File: src/rtl/riscvio2i_rob_ctrl_pkg.sv
// -----------------------------------------------------------------------------
// riscvio2i_rob_ctrl_pkg
//   Shared definitions for the IO2I reorder-buffer control slice.
//   - Default ROB geometry: entry count, slot index width, RF address width.
//   - Bit layout of one ROB entry when it is held as a packed word.
//     The waddr field sits at the top of the word, so the layout stays valid
//     for any register width.
// -----------------------------------------------------------------------------
package riscvio2i_rob_ctrl_pkg;

    localparam int ROB_ENTRIES = 16;
    localparam int ROB_SLOT_W  = 4;
    localparam int ROB_REG_W   = 5;

    // Entry field bit positions (waddr occupies [ENT_WADDR +: REG_W]).
    localparam int ENT_VALID  = 0;
    localparam int ENT_FILLED = 1;
    localparam int ENT_WEN    = 2;
    localparam int ENT_WADDR  = 3;

endpackage

File: src/rtl/riscvio2i_rob_ctrl_lookup.sv
// -----------------------------------------------------------------------------
// riscvio2i_rob_lookup
//   Combinational scoreboard lookup for one source operand. Finds the youngest
//   ROB entry (relative to head) that is valid, writes the RF, and targets
//   raddr_i. Register x0 never hits.
//
// Ports
//   valid_i, wen_i, filled_i  per-entry state bits
//   waddr_i                   per-entry destination register
//   head_i                    oldest slot; ages are measured from here
//   raddr_i                   source register being looked up
//   hit_o                     a matching entry is in flight
//   slot_o                    youngest matching slot (0 when no hit)
//   ready_o                   that entry is filled (0 when no hit)
// -----------------------------------------------------------------------------
module riscvio2i_rob_lookup
    import riscvio2i_rob_ctrl_pkg::*;
#(
    parameter int ENTRIES = ROB_ENTRIES,
    parameter int SLOT_W  = ROB_SLOT_W,
    parameter int REG_W   = ROB_REG_W
) (
    input  logic [ENTRIES-1:0]            valid_i,
    input  logic [ENTRIES-1:0]            wen_i,
    input  logic [ENTRIES-1:0]            filled_i,
    input  logic [ENTRIES-1:0][REG_W-1:0] waddr_i,
    input  logic [SLOT_W-1:0]             head_i,
    input  logic [REG_W-1:0]              raddr_i,
    output logic                          hit_o,
    output logic [SLOT_W-1:0]             slot_o,
    output logic                          ready_o
);

    logic [ENTRIES-1:0] match;
    logic [SLOT_W-1:0]  idx;

    for (genvar i = 0; i < ENTRIES; i++) begin : g_match
        assign match[i] = valid_i[i] & wen_i[i] & (waddr_i[i] == raddr_i)
                        & (raddr_i != '0);
    end

    // Walk slots oldest to youngest; the last match seen is the youngest,
    // which is the producer a newly issued reader must depend on.
    always_comb begin
        hit_o   = 1'b0;
        slot_o  = '0;
        ready_o = 1'b0;
        idx     = '0;
        for (int a = 0; a < ENTRIES; a++) begin
            idx = head_i + SLOT_W'(a);
            if (match[idx]) begin
                hit_o   = 1'b1;
                slot_o  = idx;
                ready_o = filled_i[idx];
            end
        end
    end

endmodule

File: src/rtl/riscvio2i_rob_ctrl.sv
// -----------------------------------------------------------------------------
// riscvio2i_rob_ctrl
//   Reorder-buffer control for the in-order-issue, out-of-order-completion
//   core. Allocates slots in program order at issue, marks them filled at
//   writeback, retires the oldest filled entry (driving the RF commit write)
//   and answers per-operand scoreboard lookups.
//
// Configuration macro
//   RISCVIO2I_ROB_FLUSH_EN  adds the `flush` input: discards every in-flight
//                           entry (tail snaps to head) and suppresses retire,
//                           alloc and fill for that cycle.
//
// Ports
//   clk, reset                  clock, asynchronous active-high reset
//   flush                       (RISCVIO2I_ROB_FLUSH_EN only) pipeline flush
//   alloc_val/alloc_rdy         issue request / slot available (not full)
//   alloc_wen, alloc_waddr      destination info of the allocated instruction
//   alloc_slot                  slot granted (tail pointer)
//   fill_val, fill_slot         writeback result deposited into slot
//   srcN_raddr                  source register lookups (N = 0, 1)
//   srcN_hit/_slot/_ready       in flight / youngest producer slot / bypassable
//   commit_wen/_slot/_waddr     RF write from the ROB head
//   retire                      head entry leaves at this edge
//   empty, count                occupancy
//
// All outputs are combinational from registered state (lookups also depend on
// the raddr inputs); same-cycle alloc/fill are not visible until the next cycle.
// -----------------------------------------------------------------------------
module riscvio2i_rob_ctrl
    import riscvio2i_rob_ctrl_pkg::*;
#(
    parameter int ENTRIES = ROB_ENTRIES,
    parameter int SLOT_W  = ROB_SLOT_W,
    parameter int REG_W   = ROB_REG_W
) (
    input  logic              clk,
    input  logic              reset,
`ifdef RISCVIO2I_ROB_FLUSH_EN
    input  logic              flush,
`endif
    input  logic              alloc_val,
    output logic              alloc_rdy,
    input  logic              alloc_wen,
    input  logic [REG_W-1:0]  alloc_waddr,
    output logic [SLOT_W-1:0] alloc_slot,
    input  logic              fill_val,
    input  logic [SLOT_W-1:0] fill_slot,
    input  logic [REG_W-1:0]  src0_raddr,
    input  logic [REG_W-1:0]  src1_raddr,
    output logic              src0_hit,
    output logic              src1_hit,
    output logic [SLOT_W-1:0] src0_slot,
    output logic [SLOT_W-1:0] src1_slot,
    output logic              src0_ready,
    output logic              src1_ready,
    output logic              commit_wen,
    output logic [SLOT_W-1:0] commit_slot,
    output logic [REG_W-1:0]  commit_waddr,
    output logic              retire,
    output logic              empty,
    output logic [SLOT_W:0]   count
);

    localparam int EW = ENT_WADDR + REG_W;

    if (ENTRIES != (1 << SLOT_W)) begin : g_bad_geometry
        $error("riscvio2i_rob_ctrl: ENTRIES must equal 2**SLOT_W");
    end

    // ------------------------------------------------------------------
    // State
    // ------------------------------------------------------------------
    logic [ENTRIES-1:0][EW-1:0] ent_q, ent_d;
    logic [SLOT_W-1:0]          head_q, head_d;
    logic [SLOT_W-1:0]          tail_q, tail_d;
    logic [SLOT_W:0]            count_q, count_d;

    // Field views of the entry words.
    logic [ENTRIES-1:0]            ent_valid, ent_filled, ent_wen;
    logic [ENTRIES-1:0][REG_W-1:0] ent_waddr;

    for (genvar i = 0; i < ENTRIES; i++) begin : g_fields
        assign ent_valid[i]  = ent_q[i][ENT_VALID];
        assign ent_filled[i] = ent_q[i][ENT_FILLED];
        assign ent_wen[i]    = ent_q[i][ENT_WEN];
        assign ent_waddr[i]  = ent_q[i][ENT_WADDR +: REG_W];
    end

    // ------------------------------------------------------------------
    // Event decode
    // ------------------------------------------------------------------
    logic flush_act;
    logic full;
    logic alloc_ok;
    logic fill_ok;

`ifdef RISCVIO2I_ROB_FLUSH_EN
    assign flush_act = flush;
`else
    assign flush_act = 1'b0;
`endif

    // Full is judged on registered count only; a same-cycle retire is not
    // credited, so alloc can never land on the slot that is retiring.
    assign full     = (count_q == (SLOT_W+1)'(ENTRIES));
    assign alloc_ok = alloc_val & ~full & ~flush_act;
    assign fill_ok  = fill_val & ent_valid[fill_slot] & ~ent_filled[fill_slot]
                    & ~flush_act;

    assign retire       = ent_valid[head_q] & ent_filled[head_q] & ~flush_act;
    assign commit_wen   = retire & ent_wen[head_q] & (ent_waddr[head_q] != '0);
    assign commit_slot  = head_q;
    assign commit_waddr = ent_waddr[head_q];

    assign alloc_rdy  = ~full;
    assign alloc_slot = tail_q;
    assign empty      = (count_q == '0);
    assign count      = count_q;

    // ------------------------------------------------------------------
    // Next state
    // ------------------------------------------------------------------
    always_comb begin
        ent_d   = ent_q;
        head_d  = head_q;
        tail_d  = tail_q;
        count_d = count_q;

        if (flush_act) begin
            // Head stays put: the flush discards everything younger than
            // the last retired instruction, so the next alloc reuses head.
            for (int i = 0; i < ENTRIES; i++) begin
                ent_d[i][ENT_VALID]  = 1'b0;
                ent_d[i][ENT_FILLED] = 1'b0;
            end
            tail_d  = head_q;
            count_d = '0;
        end else begin
            if (retire) begin
                ent_d[head_q][ENT_VALID] = 1'b0;
                head_d = head_q + 1'b1;
            end

            if (fill_ok) begin
                ent_d[fill_slot][ENT_FILLED] = 1'b1;
            end

            if (alloc_ok) begin
                ent_d[tail_q][ENT_VALID]            = 1'b1;
                ent_d[tail_q][ENT_FILLED]           = 1'b0;
                ent_d[tail_q][ENT_WEN]              = alloc_wen;
                ent_d[tail_q][ENT_WADDR +: REG_W]   = alloc_waddr;
                tail_d = tail_q + 1'b1;
            end

            unique case ({alloc_ok, retire})
                2'b10:   count_d = count_q + 1'b1;
                2'b01:   count_d = count_q - 1'b1;
                default: count_d = count_q;
            endcase
        end
    end

    always_ff @(posedge clk or posedge reset) begin
        if (reset) begin
            ent_q   <= '0;
            head_q  <= '0;
            tail_q  <= '0;
            count_q <= '0;
        end else begin
            ent_q   <= ent_d;
            head_q  <= head_d;
            tail_q  <= tail_d;
            count_q <= count_d;
        end
    end

    // ------------------------------------------------------------------
    // Scoreboard lookups, one per source operand
    // ------------------------------------------------------------------
    riscvio2i_rob_lookup #(
        .ENTRIES (ENTRIES),
        .SLOT_W  (SLOT_W),
        .REG_W   (REG_W)
    ) u_lookup_src0 (
        .valid_i  (ent_valid),
        .wen_i    (ent_wen),
        .filled_i (ent_filled),
        .waddr_i  (ent_waddr),
        .head_i   (head_q),
        .raddr_i  (src0_raddr),
        .hit_o    (src0_hit),
        .slot_o   (src0_slot),
        .ready_o  (src0_ready)
    );

    riscvio2i_rob_lookup #(
        .ENTRIES (ENTRIES),
        .SLOT_W  (SLOT_W),
        .REG_W   (REG_W)
    ) u_lookup_src1 (
        .valid_i  (ent_valid),
        .wen_i    (ent_wen),
        .filled_i (ent_filled),
        .waddr_i  (ent_waddr),
        .head_i   (head_q),
        .raddr_i  (src1_raddr),
        .hit_o    (src1_hit),
        .slot_o   (src1_slot),
        .ready_o  (src1_ready)
    );

`ifndef SYNTHESIS
    // Writeback must only target an in-flight, not-yet-filled slot.
    fill_target_legal: assert property (
        @(posedge clk) disable iff (reset)
        fill_val |-> (ent_valid[fill_slot] && !ent_filled[fill_slot])
    );
`endif

endmodule
File: config.mk
export PLATFORM = sky130hd
export DESIGN_NAME = riscvio2i_rob_ctrl
export DESIGN_NICKNAME = d
export VERILOG_FILES = /design/src/rtl/riscvio2i_rob_ctrl_pkg.sv /design/src/rtl/riscvio2i_rob_ctrl_lookup.sv /design/src/rtl/riscvio2i_rob_ctrl.sv
export SDC_FILE = /design/constraint.sdc
export NUM_CORES = 1
export LEC_CHECK = 0
export ABC_AREA = 1
export BUFFER_PORTS_ARGS = -buffer_cell sky130_fd_sc_hd__buf_4
export CAP_MARGIN = 20
export CELL_PAD_IN_SITES_DETAIL_PLACEMENT = 1
export CELL_PAD_IN_SITES_GLOBAL_PLACEMENT = 1
export CORE_ASPECT_RATIO = 1.5
export CORE_MARGIN = 2
export CORE_UTILIZATION = 40
export CTS_CLUSTER_SIZE = 40
export DETAILED_ROUTE_END_ITERATION = 7
export GPL_TIMING_DRIVEN = 1
export PLACE_DENSITY_LB_ADDON = 0.3
export SKIP_CTS_REPAIR_TIMING = 1
export SYNTH_ARGS = -nofsm -noshare
export SYNTH_HDL_FRONTEND = slang
export SYNTH_SLANG_ARGS = --single-unit
File: constraint.sdc
create_clock -name clk -period 4.7 [get_ports clk]
set_clock_uncertainty 0.2 [all_clocks]
set_input_delay 0.235 -clock clk [delete_from_list [all_inputs] [get_ports clk]]
set_output_delay 0.235 -clock clk [all_outputs]
set_load 0.05 [all_outputs]
-- Word level (Yosys, flattened, before mapping)
Index checks and enable logic that the tools add are counted.
- $add $sub $neg: 18
- $mul: 0
- divide/modulo/power cells: 0
- $lt $le $gt $ge: 21
- eq/ne operators: 35
- shift-type cells: 0
- muxes and demuxes: 220
- bitwise operators: 94
- reduce and logical (&&, ||, !) cells: 8
- operator list (kind ; number):
    $mux 128 ; 3
    $and 128x128->128 ; 2
    $bwmux 128 ; 2
    $not 128->128 ; 2
    $or 128x128->128 ; 2
    $bmux 1 s4 ; 52
    $demux 8 s4 ; 6
    $eq 5x5->1 ; 32
    $mux 4 ; 32
    $mux 1 ; 118
    $lt 4x5->1 const B ; 18
    $and 1x1->1 ; 86
    $add 4x4->4 const B ; 8
    $bmux 5 s4 ; 1
    $add 4x3->4 const B ; 4
    $reduce_bool 5->1 ; 3
    $ge 4x1->1 const B ; 3
    $pmux 5 s2 ; 1
    $add 4x1->4 const B ; 2
    $add 4x2->4 const B ; 2
    $mux 8 ; 1
    $add 5x1->5 const B ; 1
    $eq 5x5->1 const B ; 1
    $logic_not 5->1 ; 1
    9 further kinds ; 13
- bits in registers: 141
- latch bits: 0
- RAM bits: 0
- bits in read-only memories: 0
- bits of input ports: 24
- output and inout port bits: 34
- word-level logic and storage cells: 415
- memories: 0

-- Logic depth before layout (Yosys ltp)
Gate-level depths: netlist of run 1.
- word-level depth: 21
- depth in mapped cells: 31
- gate-level depth less buffers: 30

-- Modules after synthesis
Synthesis of run 1 repeated with hierarchy kept, for this count alone.
- cell total of the unflattened synthesis: 2916
- area, all modules: 16412.0 um2
- modules (own cells, without submodules) (module ; times used ; cells an instance ; area each (um2) ; sequential area each (um2)):
    riscvio2i_rob_ctrl ; 1 ; 1086 ; 7981.4 ; 3528.4
    riscvio2i_rob_lookup at u_lookup_src1 ; 1 ; 922 ; 4254.1 ; 0.0
    riscvio2i_rob_lookup at u_lookup_src0 ; 1 ; 908 ; 4176.5 ; 0.0

-- Worst setup path before layout of run 1
No wires, ideal clock.
- kind: register to output
- start: register head_q[0] (netlist: commit_slot[0])
- end: output port src1_slot[0]
- data arrival time: 4364 ps
- data required time: 4265 ps
- path slack: -99 ps
- stages on the path, launching flop included: 24
- buffers on the path: 6
- cell sequence: dfrtp_1 > buf_2 > inv_1 > buf_2 > buf_2 > clkbuf_1 > buf_2 > ha_1 > xnor2_2 > clkinv_1 > clkbuf_1 > o21ai_1 > nand2_1 > nand2_1 > nor2_1 > a21oi_1 > nand2_1 > nand2_1 > nand2_1 > nand2_1 > nand2_1 > nand2_1 > nand2_1 > a21oi_1
- elaborated cells on any way between the ends: 63
- classes of those cells: add/sub (15); mux (48)
- RTL lines (item ; RTL line ; source):
    start: declaration ; riscvio2i_rob_ctrl.sv:74 ; logic [SLOT_W-1:0] head_q, head_d;
    start signal: assignment ; riscvio2i_rob_ctrl.sv:167 ; head_q <= '0;
    start signal: assignment ; riscvio2i_rob_ctrl.sv:172 ; head_q <= head_d;
    $add 4x4->4 (*) ; n/a ;
    named net u_lookup_src0.idx[0] ; riscvio2i_rob_ctrl_lookup.sv:35 ; logic [SLOT_W-1:0] idx;
    $bmux 1 s4 ; riscvio2i_rob_ctrl_lookup.sv:51 ; if (match[idx]) begin
    $mux 1 (not written as such) ; riscvio2i_rob_ctrl_lookup.sv:51 ;
    $mux 4 (*) ; riscvio2i_rob_ctrl_lookup.sv:51 ;
    end: declaration ; riscvio2i_rob_ctrl.sv:53 ; output logic [SLOT_W-1:0] src1_slot,
The timed path passes the listed nets; every way through them passes the cells marked *. The select of a mux whose other input is x is not followed.

-- Worst setup path after layout of run 1
- start: register head_q[0] (netlist: commit_slot[0])
- end: output port src0_ready
- longest elaborated chain between the ends: 18
- elaborated cells on any way between the ends: 95
- classes of those cells: add/sub (15); mux (80)
- RTL lines (item ; RTL line ; source):
    $add 4x1->4, or another cell as far along ; riscvio2i_rob_ctrl_lookup.sv:50 ; idx = head_i + SLOT_W'(a);
    $bmux 1 s4, or another cell as far along ; riscvio2i_rob_ctrl_lookup.sv:54 ; ready_o = filled_i[idx];
    $mux 1 (on tied branches) ; riscvio2i_rob_ctrl_lookup.sv:54, riscvio2i_rob_ctrl_lookup.sv:51 ;
    $mux 1 (14 in series) ; riscvio2i_rob_ctrl_lookup.sv:51 ;
    $mux 1 (*) ; riscvio2i_rob_ctrl_lookup.sv:51 ;
    end: declaration ; riscvio2i_rob_ctrl.sv:54 ; output logic src0_ready,
Mark *: on every way between the ends. The rest lies on a longest branch, timed or not. The select of a mux whose other input is x is not followed.

==> results.md, run 1 <==
* Reg2Reg Depth at 17
* Final setup viols at 0
* CTS tree: built
* Share of post-route cells with drive strength above 1 at between 9 and 10%
* Status: complete, no violations
* Syn Std Cell Area at 14000 um2
* Pin slew with the least headroom to its limit at roughly 0.94 ns
* Dominant cells by area after synthesis: dfrtp_1 (25%), nand2_1 (22%), o21ai_0 (8.3%)
* Clock Root Buffer: clkbuf_16
* CP endpoint kind: primary output
* Crit start category: flop
* Crit path arrival time at 4.10 ns
* Area post-placement at roughly 15000 um2
* Initial antenna violation count at 0
* Fin. Hold Viols at 0
* Nets at approximately 2400
* Kind of critical path: flop to primary output
* Drt pass-1 iters at 5
* Num CTS Buffers at 17
* Worst R2R Setup Slack at approximately 0.63 ns
* Number of port buffers at 57
* Post-Synthesis Cells at 2323
* Hold Crit Start: fill_slot[3]
* Max FO, Critical Path at 21
* Starting density of the core at about two fifths
* Crit path required time at about 4.3 ns
* Antenna diodes at 0
* GRT overflow at 0
* Top post-synthesis cells by count: nand2_1 (833), o21ai_0 (232), nand3_1 (218), a21oi_1 (176), inv_1 (168)
* M1 WL at approximately 24 mm
* R2r endpoint: count[4]$_DFFE_PP0P_
* Worst path slowest cell: dfrtp_4
* FMAX at ~220 MHz
* Cell area after layout at about 15000 um2
* Die H at 233 um
* Row count at 83
* Io pins at a little under 60
* Die area at around 36000 um2
* P&R area growth vs syn at 9.67%
* Die W at 157 um
* CP cell instances: ha_1 -> xor2_1 -> buf_4 -> o21ai_0 -> mux2i_1 -> nand2_1 -> nand2_1 -> nand2_1 -> nand2_1 -> nand2_1 -> nand2_1 -> nand2_1 -> nand2_1 -> nand2_1 -> nand2_1 -> nand2_1 -> nand2_1 -> a21oi_2 -> buf_4
* Most used DFF post-synth: dfrtp_1
* Clk buf depth at 2
* FF-to-FF Start: commit_slot[0]$_DFFE_PP0P_
* First-pass GRT wire length at 97.6 mm
* Hold Path Stages at 4
* Number of synthesized flops with an enable pin at 0
* Wirelength, routed at around 64 mm
* Hold slack final at ~0.064 ns
* Ys async rst share at between 90% and 100%
* Hold Path Class: input port to flop
* Unrepaired setup endpoints after global routing: false
* Clk slew on worst S/H paths at around 0.070 ns
* GRT Util Overall at 35.5%
* Insertion delay to the later sink of the worst-skew pair at between 0.4 and 0.5 ns
* Vias per cell at approximately 6
* Met3 wire len at roughly 3.7 mm
* Syn. warnings at 0
* Fin cells at roughly 2800
* Register area share after synthesis at approximately a quarter
* Largest net degree at the start of global routing at 120
* Worst slew margin at a little over a third
* Routed via count at 16463
* Final min period at around 4.5 ns
* Maxcap violations at 0
* CTS Sinks at about 140
* Fillers at ~4700
* Worst path most repeated cell: nand2_1
* Post-Syn Nets at about 2400
* DRT antenna net count at 0
* Vias in the first global route at 16602
* Highest routing layer actually used: met4
* H-tree Lvls at 4
* Routed wire length on met2 at between 30 and 40 mm
* Most numerous cell in the Yosys netlist: nand2_1
* Share of the synthesized area in the top cell type at between 20% and 30%
* Worst hold endpoint: ent_filled[5]$_DFF_PP0_
* Yosys cell types at 48
* Slew Viols, Final at 0
* Wire length per cell at 23.0 um
* Core footprint at around 34000 um2
* Tcrit/Tclk final at 96.5%
* Synth area leader: dfrtp_1
* DRC at 0
* RePlAce Congestion at 0.988
* Avg Inst Size Synth at between 6 and 7 um2
* Max incr delay on CP at roughly 0.59 ns
* Buf/Inv on CP at 2
* Cell family with most CP delay: simple AND/OR/NAND/NOR gates
* Placed Cells at 2758
* Stages on the worst setup path at 19
* Yosys reg bits at ~140
* Dpl hpwl at ~48 mm
* DRT iter0 DRCs at ~1200
-- area by class of cell --
type	instances	area (um2)	area share, %
Inverter	197	787	5.14
Timing Repair Buffer	94	767	5.01
Tap cell	467	584	3.81
Clock inverter	11	156	1.02
Multi-Input combinational cell	1866	9020	58.9
Sequential cell	141	3530	23.1
Clock buffer	21	470	3.07
-- per-stage QoR --
stage	util, %	setup WS, ns	setup TNS [ns]
4_1_cts	44.2	-0.0307	-0.0556
5_1_grt	44.6	0.00422	0
3_5_place_dp	42.4	0.478	0
2_1_floorplan	-	0.0149	0
3_3_place_gp	42.4	0.494	0
6_report	44.6	0.166	0
-- logic make-up after synthesis --
family                     Yosys count  share of synthesized area [%]
buffers and inverters              316                           10.4
AOI/OAI and AO/OA                  487                           18.6
DFF                                141                           25.3
muxes                               13                          0.931
and+or+nand+nor                   1275                           38.4
adders and majority gates           22                           2.02
xor gates and xnor gates            69                           4.38
-- sequential cells by signal, summed over array words and instances, names as in the netlist --
name and count:
ent_q 112, ent_filled 16, count 5, alloc_slot 4, commit_slot 4
-- worst max path at each step --
stage	startpoint	endpoint	slack, ns
6_report	commit_slot[0]$_DFFE_PP0P_	src0_ready	0.17
5_1_grt	commit_slot[2]$_DFFE_PP0P_	src0_ready	0.004
4_1_cts	commit_slot[0]$_DFFE_PP0P_	src0_slot[0]	-0.03
3_5_place_dp	commit_slot[0]$_DFFE_PP0P_	src0_slot[0]	0.48
3_3_place_gp	commit_slot[0]$_DFFE_PP0P_	src0_slot[3]	0.49
2_1_floorplan	commit_slot[0]$_DFFE_PP0P_	src0_slot[0]	0.01
-- worst min-delay path: cells and delay by family --
family | cells | cell delay (ns)
AND/OR/NAND/NOR | 1 | 0.09
buffers and inverters | 1 | 0.11
AO/OA/AOI/OAI | 2 | 0.24
-- layer usage --
metal / GRT usage, % / up-vias
li1: - / 7575
met3: 4.19 / 237
met1: 40.9 / 7997
met4: 27.1 / 0
met2: 59.9 / 654
met5: 0 / -
-- placed cells by master (no fill, tap or decap), drive strengths merged, types with 9 or more instances in the layout --
cell type / count
a21oi: 185
a22oi: 9
a31oi: 27
buf: 90
clkbuf: 23
dfrtp: 141
ha: 21
inv: 195
mux2i: 13
nand2: 849
nand3: 233
nand4: 17
nor2: 160
o21ai: 240
xnor2: 60
xor2: 9
Power of run 1 is not shown: default switching activity piles up to over one toggle a cycle in this logic, so the estimate is an artifact.
==> run 2: changes to the inputs <==
==> constraint.sdc (replaced) <==
create_clock -name clk -period 4.7 [get_ports clk]
set_clock_uncertainty 0.2 [all_clocks]
set_input_delay 1.175 -clock clk [delete_from_list [all_inputs] [get_ports clk]]
set_output_delay 1.175 -clock clk [all_outputs]
set_load 0.05 [all_outputs]
==> run 2 against run 1 <==
Effect of this change: the flow now finishes with violations (setup timing); utilization grew 8.2 points; setup slack lost 0.81 ns; routed wire length grew 4.7%; final area grew 19%; clock-buffer cell count shrank 2; via count grew 6.6%; die area is the same; cell count grew 7.7%; hold slack gained 0.25 ns; first-iteration DRC count shrank 5.5%; flip-flop and latch count is the same; critical path type is now input port to primary output; critical endpoint is now src1_slot[0].
==> results.md, run 2 (synthesis results as in run 1) <==
* Violated checks: setup timing
* CP endpoint kind: primary output (unchanged)
* Antenna diodes at 0 (unchanged)
* Crit path arrival time at 3.97 ns (was 4.10 ns)
* Fin cells at 3011 (was 2797)
* Wirelength, routed at 67.4 mm (was 64.3 mm)
* DRT antenna net count at 0 (unchanged)
* Max FFs per register at 112 (unchanged)
* Insertion delay to the later sink of the worst-skew pair at 0.45 ns (was 0.46 ns)
* Most common cell after layout, fill and taps aside: nand2_1 (unchanged)
* Num CTS Buffers at 17 (unchanged)
* Share of post-route cells with drive strength above 1 at 23.7% (was 9.18%)
* Core footprint at 34400 um2 (unchanged)
* CTS tree: built (unchanged)
* Max FO, Critical Path at 10 (was 21)
* Tcrit/Tclk final at 114% (was 96.5%)
* Fillers at 4613 (was 4686)
* Unrepaired setup endpoints after global routing: true (was false)
* Setup ws final at -0.646 ns (was 0.166 ns)
* Worst slew margin at 34.5% (was 36.4%)
* H-tree Lvls at 4 (unchanged)
* Clock Root Buffer: clkbuf_16 (unchanged)
* Kind of critical path: input port to primary output (was flop to primary output)
* Status: finished with violations (was complete, no violations)
* Clk buf depth at 2 (unchanged)
* Die W at 157 um (unchanged)
* Placed Cells at 2961 (was 2758)
* Wire length per cell at 22.4 um (was 23.0 um)
* Starting density of the core at 40.6% (unchanged)
* Largest net degree at the start of global routing at 84 (was 120)
* Die H at 233 um (unchanged)
* Crit start category: input port (was flop)
* Slew Viols, Final at 0 (unchanged)
* Worst slack, placed at -0.807 ns (was 0.478 ns)
* Most frequent cells in the layout: nand2_1 (788), buf_4 (267), o21ai_0 (228) (was nand2_1 (833), o21ai_0 (232), nand3_1 (218))
* Initial antenna violation count at 0 (unchanged)
* Worst path most repeated cell: nand2_1 (unchanged)
* Drt pass-1 iters at 5 (unchanged)
* Number of port buffers at 57 (unchanged)
* RePlAce Congestion at 0.979 (was 0.988)
* Worst path slowest cell: a31oi_2 (was dfrtp_4)
* Final core utilization at 52.8% (was 44.6%)
* Vias per cell at 5.83 (was 5.89)
* DRC at 0 (unchanged)
* CTS Sinks at 141 (unchanged)
* GRT Util Overall at 36.2% (was 35.5%)
* P&R area growth vs syn at 30.0% (was 9.67%)
* Pin slew with the least headroom to its limit at 0.979 ns (was 0.944 ns)
* Row count at 83 (unchanged)
* Clk slew on worst S/H paths at 0.06 ns (was 0.07 ns)
* First-pass GRT wire length at 100 mm (was 97.6 mm)
* Nets at 2577 (was 2363)
* Dpl hpwl at 51.8 mm (was 48.0 mm)
* Final setup viols at 12 (was 0)
* Hold Path Class: flop to flop (was input port to flop)
* Io pins at 58 (unchanged)
* Die area at 36500 um2 (unchanged)
* DRT iter0 DRCs at 1145 (was 1212)
* FMAX at 187 MHz (was 221 MHz)
* Crit path required time at 3.32 ns (was 4.26 ns)
* Final min period at 5.35 ns (was 4.53 ns)
* Maxcap violations at 0 (unchanged)
* GRT overflow at 0 (unchanged)
* Max incr delay on CP at 0.26 ns (was 0.59 ns)
* Vias in the first global route at 17713 (was 16602)
* Setup TNS at -6.15 ns (was 0 ns)
* Routed via count at 17549 (was 16463)
* Largest register by flop count: ent_q (unchanged)
* Fin. Hold Viols at 0 (unchanged)
==> run 2: cell types whose count changed in the layout (fill, tap and decap cells not counted), sizes merged <==
cell         previous run  this run
clkinvlp                2         3
nor2                  160       162
dlygate4sd3             2         0
clkinv                  8        11
buf                    90       303
inv                   195       194
clkbuf                 23        21
==> run 2: path summary, 6_finish.rpt <==
kind / from / end / slack (ns) / cells past startpoint
hold / removal: count[4]$_DFFE_PP0P_ / count[4]$_DFFE_PP0P_ / 0.32 / 1
setup reg to reg: commit_slot[0]$_DFFE_PP0P_ / count[4]$_DFFE_PP0P_ / 0.76 / 19
max in group asynchronous: reset / commit_slot[0]$_DFFE_PP0P_ / 3.09 / 3
min in group asynchronous: reset / ent_q[102]$_DFFE_PP0P_ / 0.42 / 2
setup / recovery: src1_raddr[3] / src1_slot[0] / -0.65 / 26
hold reg to reg: count[4]$_DFFE_PP0P_ / count[4]$_DFFE_PP0P_ / 0.32 / 1
==> run 2: worst max-delay path: cells and delay by family <==
kind / cells / cell delay, ns
AO/OA/AOI/OAI: 3 / 0.54
buffers and inverters: 6 / 0.70
AND/OR/NAND/NOR: 17 / 1.53
==> run 2: final cells by class <==
| cell class | count | area [um2] | share of cell area (%) |
|---|---|---|---|
| Clock buffer | 19 | 443 | 2.44 |
| Clock inverter | 13 | 164 | 0.903 |
| Inverter | 197 | 825 | 4.54 |
| Multi-Input combinational cell | 1868 | 9990 | 55.0 |
| Sequential cell | 141 | 3530 | 19.5 |
| Tap cell | 467 | 584 | 3.22 |
| Timing Repair Buffer | 305 | 2610 | 14.4 |
| Timing Repair inverter | 1 | 8.76 | 0.0482 |
==> run 2: through the flow <==
| stage | cell area [um2] | hold slack, ns |
|---|---|---|
| 2_1_floorplan | 14200 | 0.274 |
| 3_3_place_gp | 16300 | 0.289 |
| 3_5_place_dp | 16300 | 0.304 |
| 4_1_cts | 17000 | 0.318 |
| 5_1_grt | 18200 | 0.351 |
| 6_report | 18200 | 0.317 |
==> run 2: per-layer routing <==
metal  GRT usage (%)  routed length (um)  up-vias
met5               0                   0        -
li1                -                   -     7997
met4            29.0                6250        0
met3            4.00                3420      302
met1            39.6               24500     8549
met2            62.9               33200      701
Power of run 2 is left out for the same reason.
==> run 3: changes to the inputs <==
--- a/config.mk
+++ b/config.mk
@@ -8,11 +8,11 @@
 export ABC_AREA = 1
 export BUFFER_PORTS_ARGS = -buffer_cell sky130_fd_sc_hd__buf_4
 export CAP_MARGIN = 20
-export CELL_PAD_IN_SITES_DETAIL_PLACEMENT = 1
-export CELL_PAD_IN_SITES_GLOBAL_PLACEMENT = 1
+export CELL_PAD_IN_SITES_DETAIL_PLACEMENT = 0
+export CELL_PAD_IN_SITES_GLOBAL_PLACEMENT = 2
 export CORE_ASPECT_RATIO = 1.5
 export CORE_MARGIN = 2
-export CORE_UTILIZATION = 40
+export CORE_UTILIZATION = 34
 export CTS_CLUSTER_SIZE = 40
 export DETAILED_ROUTE_END_ITERATION = 7
 export GPL_TIMING_DRIVEN = 1
==> run 3 against run 2 <==
Effect of this change: the run still ends with setup timing left; first-iteration DRC count increased by 5.4%; flip-flop and latch count is the same; cell count is 1.7% higher; fmax rose by 3.0%; utilization decreased by 7.3 points; critical path type unchanged; largest cell class unchanged.
==> results.md, run 3 (synthesis results as in run 1) <==
* P&R area growth vs syn at 33.2% (was 30.0%)
* Grt met2 use at 52.6% (was 62.9%)
* Setup TNS at -4.57 ns (was -6.15 ns)
* Largest register by flop count: ent_q (unchanged)
* Unrepaired setup endpoints after global routing: true (unchanged)
* Maxcap violations at 0 (unchanged)
* Row count at 91 (was 83)
* First-pass GRT wire length at 96.2 mm (was 100 mm)
* Insertion delay to the later sink of the worst-skew pair at 0.45 ns (about the same)
* Hold Crit Start: ent_q[2]$_DFFE_PP0P_ (was count[4]$_DFFE_PP0P_)
* Most common cell after layout, fill and taps aside: nand2_1 (unchanged)
* DRC at 0 (unchanged)
* Die W at 170 um (was 157 um)
* CTS tree: built (unchanged)
* Die H at 252 um (was 233 um)
* Drt pass-1 iters at 6 (was 5)
* Slew Viols, Final at 0 (unchanged)
* H-tree Lvls at 4 (unchanged)
* Busiest grt layer: met2 (unchanged)
* Tcrit/Tclk final at 110% (was 114%)
* GRT Util Overall at 29.9% (was 36.2%)
* DRT iter0 DRCs at 1207 (was 1145)
* Vias in the first global route at 15549 (was 17713)
* FF-to-FF Start: commit_slot[0]$_DFFE_PP0P_ (unchanged)
* DRT antenna net count at 0 (unchanged)
* Routed via count at 16524 (was 17549)
* Num CTS Buffers at 17 (unchanged)
* Pin slew with the least headroom to its limit at 0.974 ns (was 0.979 ns)
* CTS Sinks at 141 (unchanged)
* CP endpoint kind: primary output (unchanged)
* Clk slew on worst S/H paths at 0.06 ns (about the same)
* Dpl hpwl at 50.1 mm (was 51.8 mm)
* Vias per cell at 5.40 (was 5.83)
* Clock Root Buffer: clkbuf_16 (unchanged)
* Hold Path Stages at 2 (was 1)
* FMAX at 193 MHz (was 187 MHz)
* Worst path most repeated cell: nand2_1 (unchanged)
* Core footprint at 40900 um2 (was 34400 um2)
* Starting density of the core at 34.2% (was 40.6%)
* Die area at 42800 um2 (was 36500 um2)
* Largest net degree at the start of global routing at 125 (was 84)
* Fin. Hold Viols at 0 (unchanged)
* Status: finished with violations (unchanged)
* Number of port buffers at 57 (unchanged)
* RePlAce Congestion at 0.978 (was 0.979)
* Max FO, Critical Path at 8 (was 10)
* Setup ws final at -0.488 ns (was -0.646 ns)
* Share of post-route cells with drive strength above 1 at 26.2% (was 23.7%)
* Met3 Track Usage GR at 3.07% (was 4.00%)
* Wire length per cell at 21.1 um (was 22.4 um)
* Io pins at 58 (unchanged)
* Crit start category: input port (unchanged)
* Violated checks: setup timing (unchanged)
* GRT overflow at 0 (unchanged)
* Final setup viols at 12 (unchanged)
* Wirelength, routed at 64.6 mm (was 67.4 mm)
* Antenna diodes at 0 (unchanged)
* Worst R2R Setup Slack at 0.88 ns (was 0.76 ns)
* R2r endpoint: count[4]$_DFFE_PP0P_ (unchanged)
* Crit path required time at 3.32 ns (about the same)
* Reg2Reg Depth at 18 (was 19)
* Final min period at 5.19 ns (was 5.35 ns)
* Nets at 2583 (was 2577)
* Fillers at 4298 (was 4613)
* Most frequent cells in the layout: nand2_1 (766), buf_4 (260), o21ai_0 (227) (was nand2_1 (788), buf_4 (267), o21ai_0 (228))
* Max FFs per register at 112 (unchanged)
* Grt met1 use at 35.1% (was 39.6%)
* Crit path arrival time at 3.81 ns (was 3.97 ns)
* Kind of critical path: input port to primary output (unchanged)
* Worst path slowest cell: buf_4 (was a31oi_2)
* Worst slew margin at 34.8% (was 34.5%)
* Worst hold endpoint: ent_q[2]$_DFFE_PP0P_ (was count[4]$_DFFE_PP0P_)
* Final core utilization at 45.5% (was 52.8%)
* Clk buf depth at 2 (unchanged)
* Max incr delay on CP at 0.18 ns (was 0.26 ns)
* Initial antenna violation count at 0 (unchanged)
* Hold Path Class: flop to flop (unchanged)
[run 3: cell types whose count changed in the layout (fill, tap and decap cells not counted), sizes merged]
cell / delta
clkinv: -3
buf: +8
nor2: -1
clkbuf: -2
inv: +4
[run 3: worst max-delay path: cells and delay by family]
kind	cells	cell delay (ns)
compound gates	2	0.28
simple gates	21	1.65
buf+inv	5	0.69
[run 3: final cells by class]
type                       instances  area, um2  area share, %
timing repair inverter             1       8.76         0.0471
tap                              511        639           3.44
multi-input combinational       1867      10300           55.1
inverter                         197        812           4.36
timing repair buffer             312       2750           14.8
clock inverter                    14        181          0.975
sequential                       141       3530           19.0
clock buffer                      18        429           2.31
[run 3: metal layers]
metal | routed length, um | share of wire [%] | vias up
met5 | 0 | 0 | -
met4 | 3970 | 6.1 | 0
met3 | 2880 | 4.5 | 164
met2 | 32500 | 50 | 572
met1 | 25200 | 39 | 7762
li1 | - | - | 8026
[run 3: worst max-delay path by stage]
stage	start	endpoint	slack (ns)	cells past startpoint
after floorplan	src1_raddr[2]	src1_slot[2]	-0.08	29
after global placement	src0_raddr[3]	src0_slot[3]	-0.73	26
after detailed placement	src0_raddr[3]	src0_slot[3]	-0.70	26
after CTS	src0_raddr[4]	src0_slot[2]	-0.72	28
after global routing	src0_raddr[2]	src0_slot[1]	-0.70	31
final	src0_raddr[0]	src0_slot[1]	-0.49	28
[run 3: per-stage QoR]
stage	cell area (um2)	hold WS, ns	setup slack, ns	std cells
4_1_cts	17100	0.315	-0.719	3036
5_1_grt	18600	0.341	-0.703	3061
3_3_place_gp	16500	0.290	-0.734	3004
2_1_floorplan	14200	0.274	-0.0823	2323
6_report	18600	0.315	-0.488	3061
3_5_place_dp	16500	0.299	-0.699	3004
Power of run 3 is left out for the same reason.
